--- src/rtl/sevenseg_scan.sv ---
// sevenseg_scan: multiplexed 7-seg scanner; in clk rst_n value_i load_i lz_en_i, out bin digit_sel_n blank frame_done
module sevenseg_scan #(
  parameter int DIGITS = 4,
  parameter int DIV = 50000,
  parameter int GUARD = 2
) (
  input  logic                  clk,
  input  logic                  rst_n,
  input  logic [4*DIGITS-1:0]   value_i,
  input  logic                  load_i,
  input  logic                  lz_en_i,
  output logic [3:0]            bin,
  output logic [DIGITS-1:0]     digit_sel_n,
  output logic                  blank,
  output logic                  frame_done
);
  localparam int CW = DIV > 1 ? $clog2(DIV) : 1;
  localparam int IW = DIGITS > 1 ? $clog2(DIGITS) : 1;
  logic [CW-1:0] cnt;
  logic [IW-1:0] idx;
  logic [4*DIGITS-1:0] disp, shadow;
  logic pending, slot_end, frame_end, dark, acc;
  logic [DIGITS-1:0] zero_above;
  assign slot_end = cnt == CW'(DIV - 1);
  assign frame_end = slot_end && idx == IW'(DIGITS - 1);
  always_comb begin
    zero_above = '0;
    acc = 1'b1;
    for (int k = DIGITS - 1; k >= 0; k--) begin
      acc = acc & (disp[4*k +: 4] == 4'd0);
      zero_above[k] = acc;
    end
  end
  assign dark = 32'(cnt) < GUARD || (lz_en_i && idx != '0 && zero_above[idx]);
  assign bin = disp[4*idx +: 4];
  assign blank = dark;
  assign digit_sel_n = dark ? '1 : ~(DIGITS'(1) << idx);
  always_ff @(posedge clk) begin
    if (!rst_n) begin
      cnt <= '0;
      idx <= '0;
      disp <= '0;
      shadow <= '0;
      pending <= 1'b0;
      frame_done <= 1'b0;
    end else begin
      cnt <= slot_end ? '0 : cnt + 1'b1;
      if (slot_end) idx <= idx == IW'(DIGITS - 1) ? '0 : idx + 1'b1;
      frame_done <= frame_end;
      if (frame_end) begin
        disp <= load_i ? value_i : pending ? shadow : disp;
        pending <= 1'b0;
      end else if (load_i) begin
        shadow <= value_i;
        pending <= 1'b1;
      end
    end
  end
endmodule
--- config.mk ---
export PLATFORM = sky130hd
export DESIGN_NAME = sevenseg_scan
export DESIGN_NICKNAME = d
export VERILOG_FILES = /design/src/rtl/sevenseg_scan.sv
export SDC_FILE = /design/constraint.sdc
export NUM_CORES = 1
export LEC_CHECK = 0
export CAP_MARGIN = 40
export CORE_MARGIN = 2
export CORE_UTILIZATION = 60
export CTS_CLUSTER_DIAMETER = 30
export CTS_CLUSTER_SIZE = 8
export DETAILED_ROUTE_END_ITERATION = 16
export GPL_ROUTABILITY_DRIVEN = 0
export PLACE_DENSITY = 0.95
export SYNTH_ARGS = -nofsm -noshare
export SYNTH_HDL_FRONTEND = slang
export SYNTH_SLANG_ARGS = --single-unit
--- constraint.sdc ---
create_clock -name clk -period 4.05 [get_ports clk]
set_input_delay 1.0125 -clock clk [delete_from_list [all_inputs] [get_ports clk]]
set_output_delay 1.0125 -clock clk [all_outputs]
set_load 0.005 [all_outputs]
Yosys cells after proc, flatten, opt, wreduce, memory -nomap -nowiden. Cells that the tools add are included.

Add/sub/neg operators: 2. Shift-type cells: 2. Bitwise logic cells: 6. $lt $le $gt $ge: 2. Reductions and logical operators: 14. Equality and inequality tests: 2. Mux-type cells: 6.

Operator list (number): $mux W16 (2); $add A16 B1 Y16 const B (1); $eq A16 B16 Y1 const B (1); $logic_not A4 Y1 (4); $lt A16 B2 Y1 const B (1); $shiftx A16 B5 Y4 (1); $mux W4 (1); $not A4 Y4 (1); $reduce_and A2 Y1 (2); $reduce_bool A2 Y1 (2); $reduce_or A2 Y1 (2); $shl A1 B2 Y4 const A (1); $and A1 B1 Y1 (3); $logic_and A1 B1 Y1 (3); $lt A2 B3 Y1 const B (1); $add A2 B1 Y2 const B (1); $bmux W1 S2 (1); $eq A2 B2 Y1 const B (1); $mux W2 (1); $not A1 Y1 (2); $logic_or A1 B1 Y1 (1); $mux W1 (1).

Flip-flop bits (word level): 52. Output and inout port bits: 10. Bits of input ports: 20. Word-level logic and storage cells: 40.

Depth between registers and ports, before layout.
Word-level depth: 9. Mapped depth: 7. Depth with buffers taken out: 5.

Least setup slack after synthesis. No wires, ideal clock.

Path type: input to register. Start: input load_i. End: register shadow[10]. Path slack: 1496 ps. Data arrival time: 2482 ps. Stages on the path: 5. Cells stage by stage: clkbuf_1 inv_1 a31oi_1 buf_2 mux2i_1.

Cells in the longest elaborated chain, start to end: 1.

RTL lines: start: declaration (RTL line 10) `input logic load_i,`; $reduce_and A2 Y1 (no source line); end signal: assignment (RTL line 54) `shadow <= value_i;`; end: declaration (RTL line 21) `logic [4*DIGITS-1:0] disp, shadow;`.

Every way passes these cells. A chain may end at the register's enable or synchronous reset.

Worst setup path after layout.
Start: input lz_en_i. End: output digit_sel_n[2].

Cells in the longest elaborated chain, start to end: 4.

RTL lines: start: declaration (RTL line 11) `input logic lz_en_i,`; $logic_and A1 B1 Y1 (2 in series) (RTL line 34) `assign dark = 32'(cnt) < GUARD || (lz_en_i && idx != '0 && zero_above[idx]);`; $logic_or A1 B1 Y1 (RTL line 34); $mux W4 (RTL line 37) `assign digit_sel_n = dark ? '1 : ~(DIGITS'(1) << idx);`; end: declaration (RTL line 13) `output logic [DIGITS-1:0] digit_sel_n,`.

Every way passes these cells.

==> impl_table.tex <==
\begin{tabular}{lr}
\hline
Metric & Value \\
\hline
\multicolumn{2}{l}{\textbf{Run status}} \\
Status & finished, final reports clean \\
\multicolumn{2}{l}{\textbf{Logic synthesis}} \\
Proportion of synthesized area in mux cells & 0.228 \\
Xor/xnor share of the synthesized area & 0.0373 \\
Combinational family with the most area after synthesis & multiplexers \\
Simple-gate share of the synthesized area & 0.226 \\
Unique masters post-synth & 34 \\
Post-Syn Area & 2580 um2 \\
Post-synthesis area per instance & 9.01 um2 \\
Ys Warns & 0 \\
Synth Area in Adders & 0.0242 \\
Post-synthesis sequential element count & 52 \\
Number of instances in the synthesized netlist & 287 \\
Sequential cell area fraction in the yosys report & 0.403 \\
Post-synthesis net count & 312 \\
Synth Area in Compound Gates & 0.0397 \\
\multicolumn{2}{l}{\textbf{Power}} \\
Total net switching power & 218 uW \\
Static leakage & 1.13 nW \\
Switching fraction of total power & 0.234 \\
Sequential share of power & 0.571 \\
Largest vdd supply drop & 0.221 mV \\
Power density over cell area & 312 nW/um2 \\
Fraction of power consumed by the clock network & 0.326 \\
Power consumption & 931 uW \\
Fraction of power consumed by combinational cells & 0.103 \\
Internal Pwr Total & 713 uW \\
\multicolumn{2}{l}{\textbf{STA}} \\
Final period demand of the worst path & 3.52 ns \\
Final worst path period share & 0.869 \\
Slew margin rel. & 0.593 \\
Setup TNS & 0 ns \\
Setup repair after global routing missed its margin & no \\
Worst Max-Slew Pin Slew & 0.610 ns \\
Total count of max-transition violations in the final report & 0 \\
Total of endpoints with negative setup slack in the final report & 0 \\
Final hold slack & 0.461 ns \\
Worst clock skew & 0.00517 ns \\
Final count of hold timing violations & 0 \\
Fmax & 0.284 GHz \\
\multicolumn{2}{l}{\textbf{Route}} \\
DRT Pass-1 Iters & 4 \\
M1 WL & 2.36 mm \\
Met2 wirelength from detailed routing & 2.52 mm \\
Post-Route WL & 5.32 mm \\
DRC viols & 0 \\
Overall via count from detail\_route & 2103 \\
Wire length per cell & 14.7 um \\
Number of vias per cell & 5.83 \\
DRT iter0 DRCs & 215 \\
Wire length on met3 & 329 um \\
Top routing layer in use & met4 \\
Number of nets still failing antenna checks after routing & 0 \\
\multicolumn{2}{l}{\textbf{Global routing}} \\
All-Layer GR Usage & 0.226 \\
Number of antenna violations at the first check in global routing & 0 \\
Vias in the first global route & 2028 \\
GR Overflow Total & 0 \\
Wire length of the first global-routing pass & 8.86 mm \\
Largest net degree at the start of global routing & 70 \\
\multicolumn{2}{l}{\textbf{Clock tree}} \\
Quantity of hold-fixing buffers added after cts & 0 \\
Number of buffers created by CTS & 5 \\
Maximum root-to-sink buffer count & 2 \\
Count of instances resized after the clock tree is built & 0 \\
Clock insertion delay at the later pin of the skew report & 0.31 ns \\
Clock Pin Slew Worst Setup and Hold Paths & 0.08 ns \\
TritonCTS clock tree & yes \\
Number of levels the H-tree was split into & 2 \\
\# clock sinks & 52 \\
Root Buffer & clkbuf\_8 \\
Buffer count from post-CTS setup fixing & 0 \\
\multicolumn{2}{l}{\textbf{Layout}} \\
Number of nets in the final layout & 335 \\
Share of post-route cells with drive strength above 1 & 0.116 \\
Sequential standard cell area & 1040 um2 \\
Area occupied by multi-input gates & 1440 um2 \\
Most frequent standard cell in the layout excluding fill and tap cells & nand2\_1 \\
Fill cells & 289 \\
Most used cells in the layout excluding fill and tap cells & nand2\_1, dfxtp\_1, mux2i\_1 \\
Antenna Cells & 0 \\
Synthesis-to-finish area growth & 15.3\% \\
\multicolumn{2}{l}{\textbf{Worst setup path}} \\
Worst Path Class, Setup & input port to output port \\
Worst reg-to-reg path cell count & 5 \\
Required time worst endpoint & 3.04 ns \\
Top fanout value on the critical path & 4 \\
Kind of end point of the critical path & output port \\
Nature of the critical path startpoint & input port \\
Reg-to-reg slack, setup & 1.54 ns \\
Startpoint of the worst-slack reg-to-reg timing path & cnt[11] \\
Worst endpoint data arrival time & 2.51 ns \\
End of the worst register-to-register path & cnt[5] \\
\multicolumn{2}{l}{\textbf{Die}} \\
Total die area & 4850 um2 \\
Die X-Extent & 69.6 um \\
Ports placed on the boundary & 30 \\
Area of the core region & 4090 um2 \\
Height of the chip & 69.6 um \\
Std cell rows & 23 \\
Effective utilization at floorplan & 0.633 \\
\multicolumn{2}{l}{\textbf{Worst hold path}} \\
Min-Delay Endpoint & shadow[14] \\
HP Class & flip-flop to flip-flop \\
Worst hold start & shadow[14] \\
Hold path cells & 2 \\
\multicolumn{2}{l}{\textbf{Run}} \\
Max-capacitance violation count & 0 \\
\multicolumn{2}{l}{\textbf{Placed design}} \\
Number of I/O port buffers & 29 \\
Post-DP HPWL & 3.72 mm \\
\hline
\end{tabular}
-- worst max-delay path by stage --
stage | cells after the start | start | slack [ns] | endpoint
6_report | 5 | lz_en_i | 0.53 | digit_sel_n[2]
5_1_grt | 5 | lz_en_i | 0.49 | digit_sel_n[2]
4_1_cts | 5 | lz_en_i | 0.55 | digit_sel_n[1]
3_5_place_dp | 5 | lz_en_i | 0.56 | digit_sel_n[1]
3_3_place_gp | 5 | lz_en_i | 0.57 | digit_sel_n[1]
2_1_floorplan | 5 | load_i | 1.50 | shadow[10]
-- layer usage --
layer  vias up  global-route usage
li1       1039                   -
met1       986               0.275
met2        66               0.355
met3        12              0.0727
met4         0               0.122
met5         -                   0
-- metrics by stage --
step	cells	util	area, um2	setup WS, ns
3_3_place_gp	352	0.705	2880	0.574
5_1_grt	361	0.730	2980	0.486
6_report	361	0.730	2980	0.530
4_1_cts	361	0.730	2980	0.555
3_5_place_dp	353	0.707	2890	0.556
2_1_floorplan	287	-	2580	1.50
-- worst max-delay path, stage by stage --
cell             delay [ns]
clkdlybuf4s50_1        0.49
nand3b_1               0.08
a211o_1                0.30
nand3_1                0.11
clkdlybuf4s50_1        0.51
-- final cells by class --
| type | count | share of cell area |
|---|---|---|
| multi-input combinational | 212 | 0.484 |
| tap | 50 | 0.0210 |
| inverter | 5 | 0.00629 |
| timing repair buffer | 34 | 0.108 |
| clock inverter | 1 | 0.00252 |
| clock buffer | 7 | 0.0290 |
| sequential | 52 | 0.349 |
-- flip-flops by register name, summed over array words and instances, names as in the netlist --
name        flops
cnt            16
idx             2
pending         1
frame_done      1
disp           16
shadow         16
-- cell usage after synthesis, drive strengths merged --
cell    count  area [um2]
nand4       8        50.1
nand3      10        50.1
ha          5        62.6
clkbuf     12        45.0
o21a        1        7.51
and3        4        25.0
a21oi       6        30.0
mux2i      32         320
xnor2       3        26.3
or4         3        26.3
o21ai       7        35.0
a31oi       1        6.26
dfxtp      52        1040
or3         2        12.5
nand3b      1        7.51
nor3        3        26.3
a211o       1        8.76
and4        1        8.76
a21boi      1        7.51
o31ai       1        7.51
buf         6        43.8
nor2       15        56.3
and2        2        12.5
mux2       16         180
nand2      69         259
mux4        4        90.1
inv         5        18.8
xor2        8        70.1
nor4        8        50.1
-- kinds of logic after synthesis --
family / count (synthesis)
AND/OR/NAND/NOR: 126
adder cells (fa/ha/maj): 5
multiplexers: 52
flip-flops: 52
AO/OA/AOI/OAI: 18
buffers and inverters: 23
XOR/XNOR: 11
-- power by group through the flow --
stage / Clock, mW / Sequential [mW] / Combinational [mW]
after detailed placement: 0 / 0.544 / 0.0944
after CTS: 0.312 / 0.532 / 0.0952
after global routing: 0.326 / 0.534 / 0.105
after floorplan: 0 / 0.542 / 0.0572
after global placement: 0 / 0.543 / 0.0903
final: 0.304 / 0.532 / 0.0955
(Power assumes the default switching activity.)
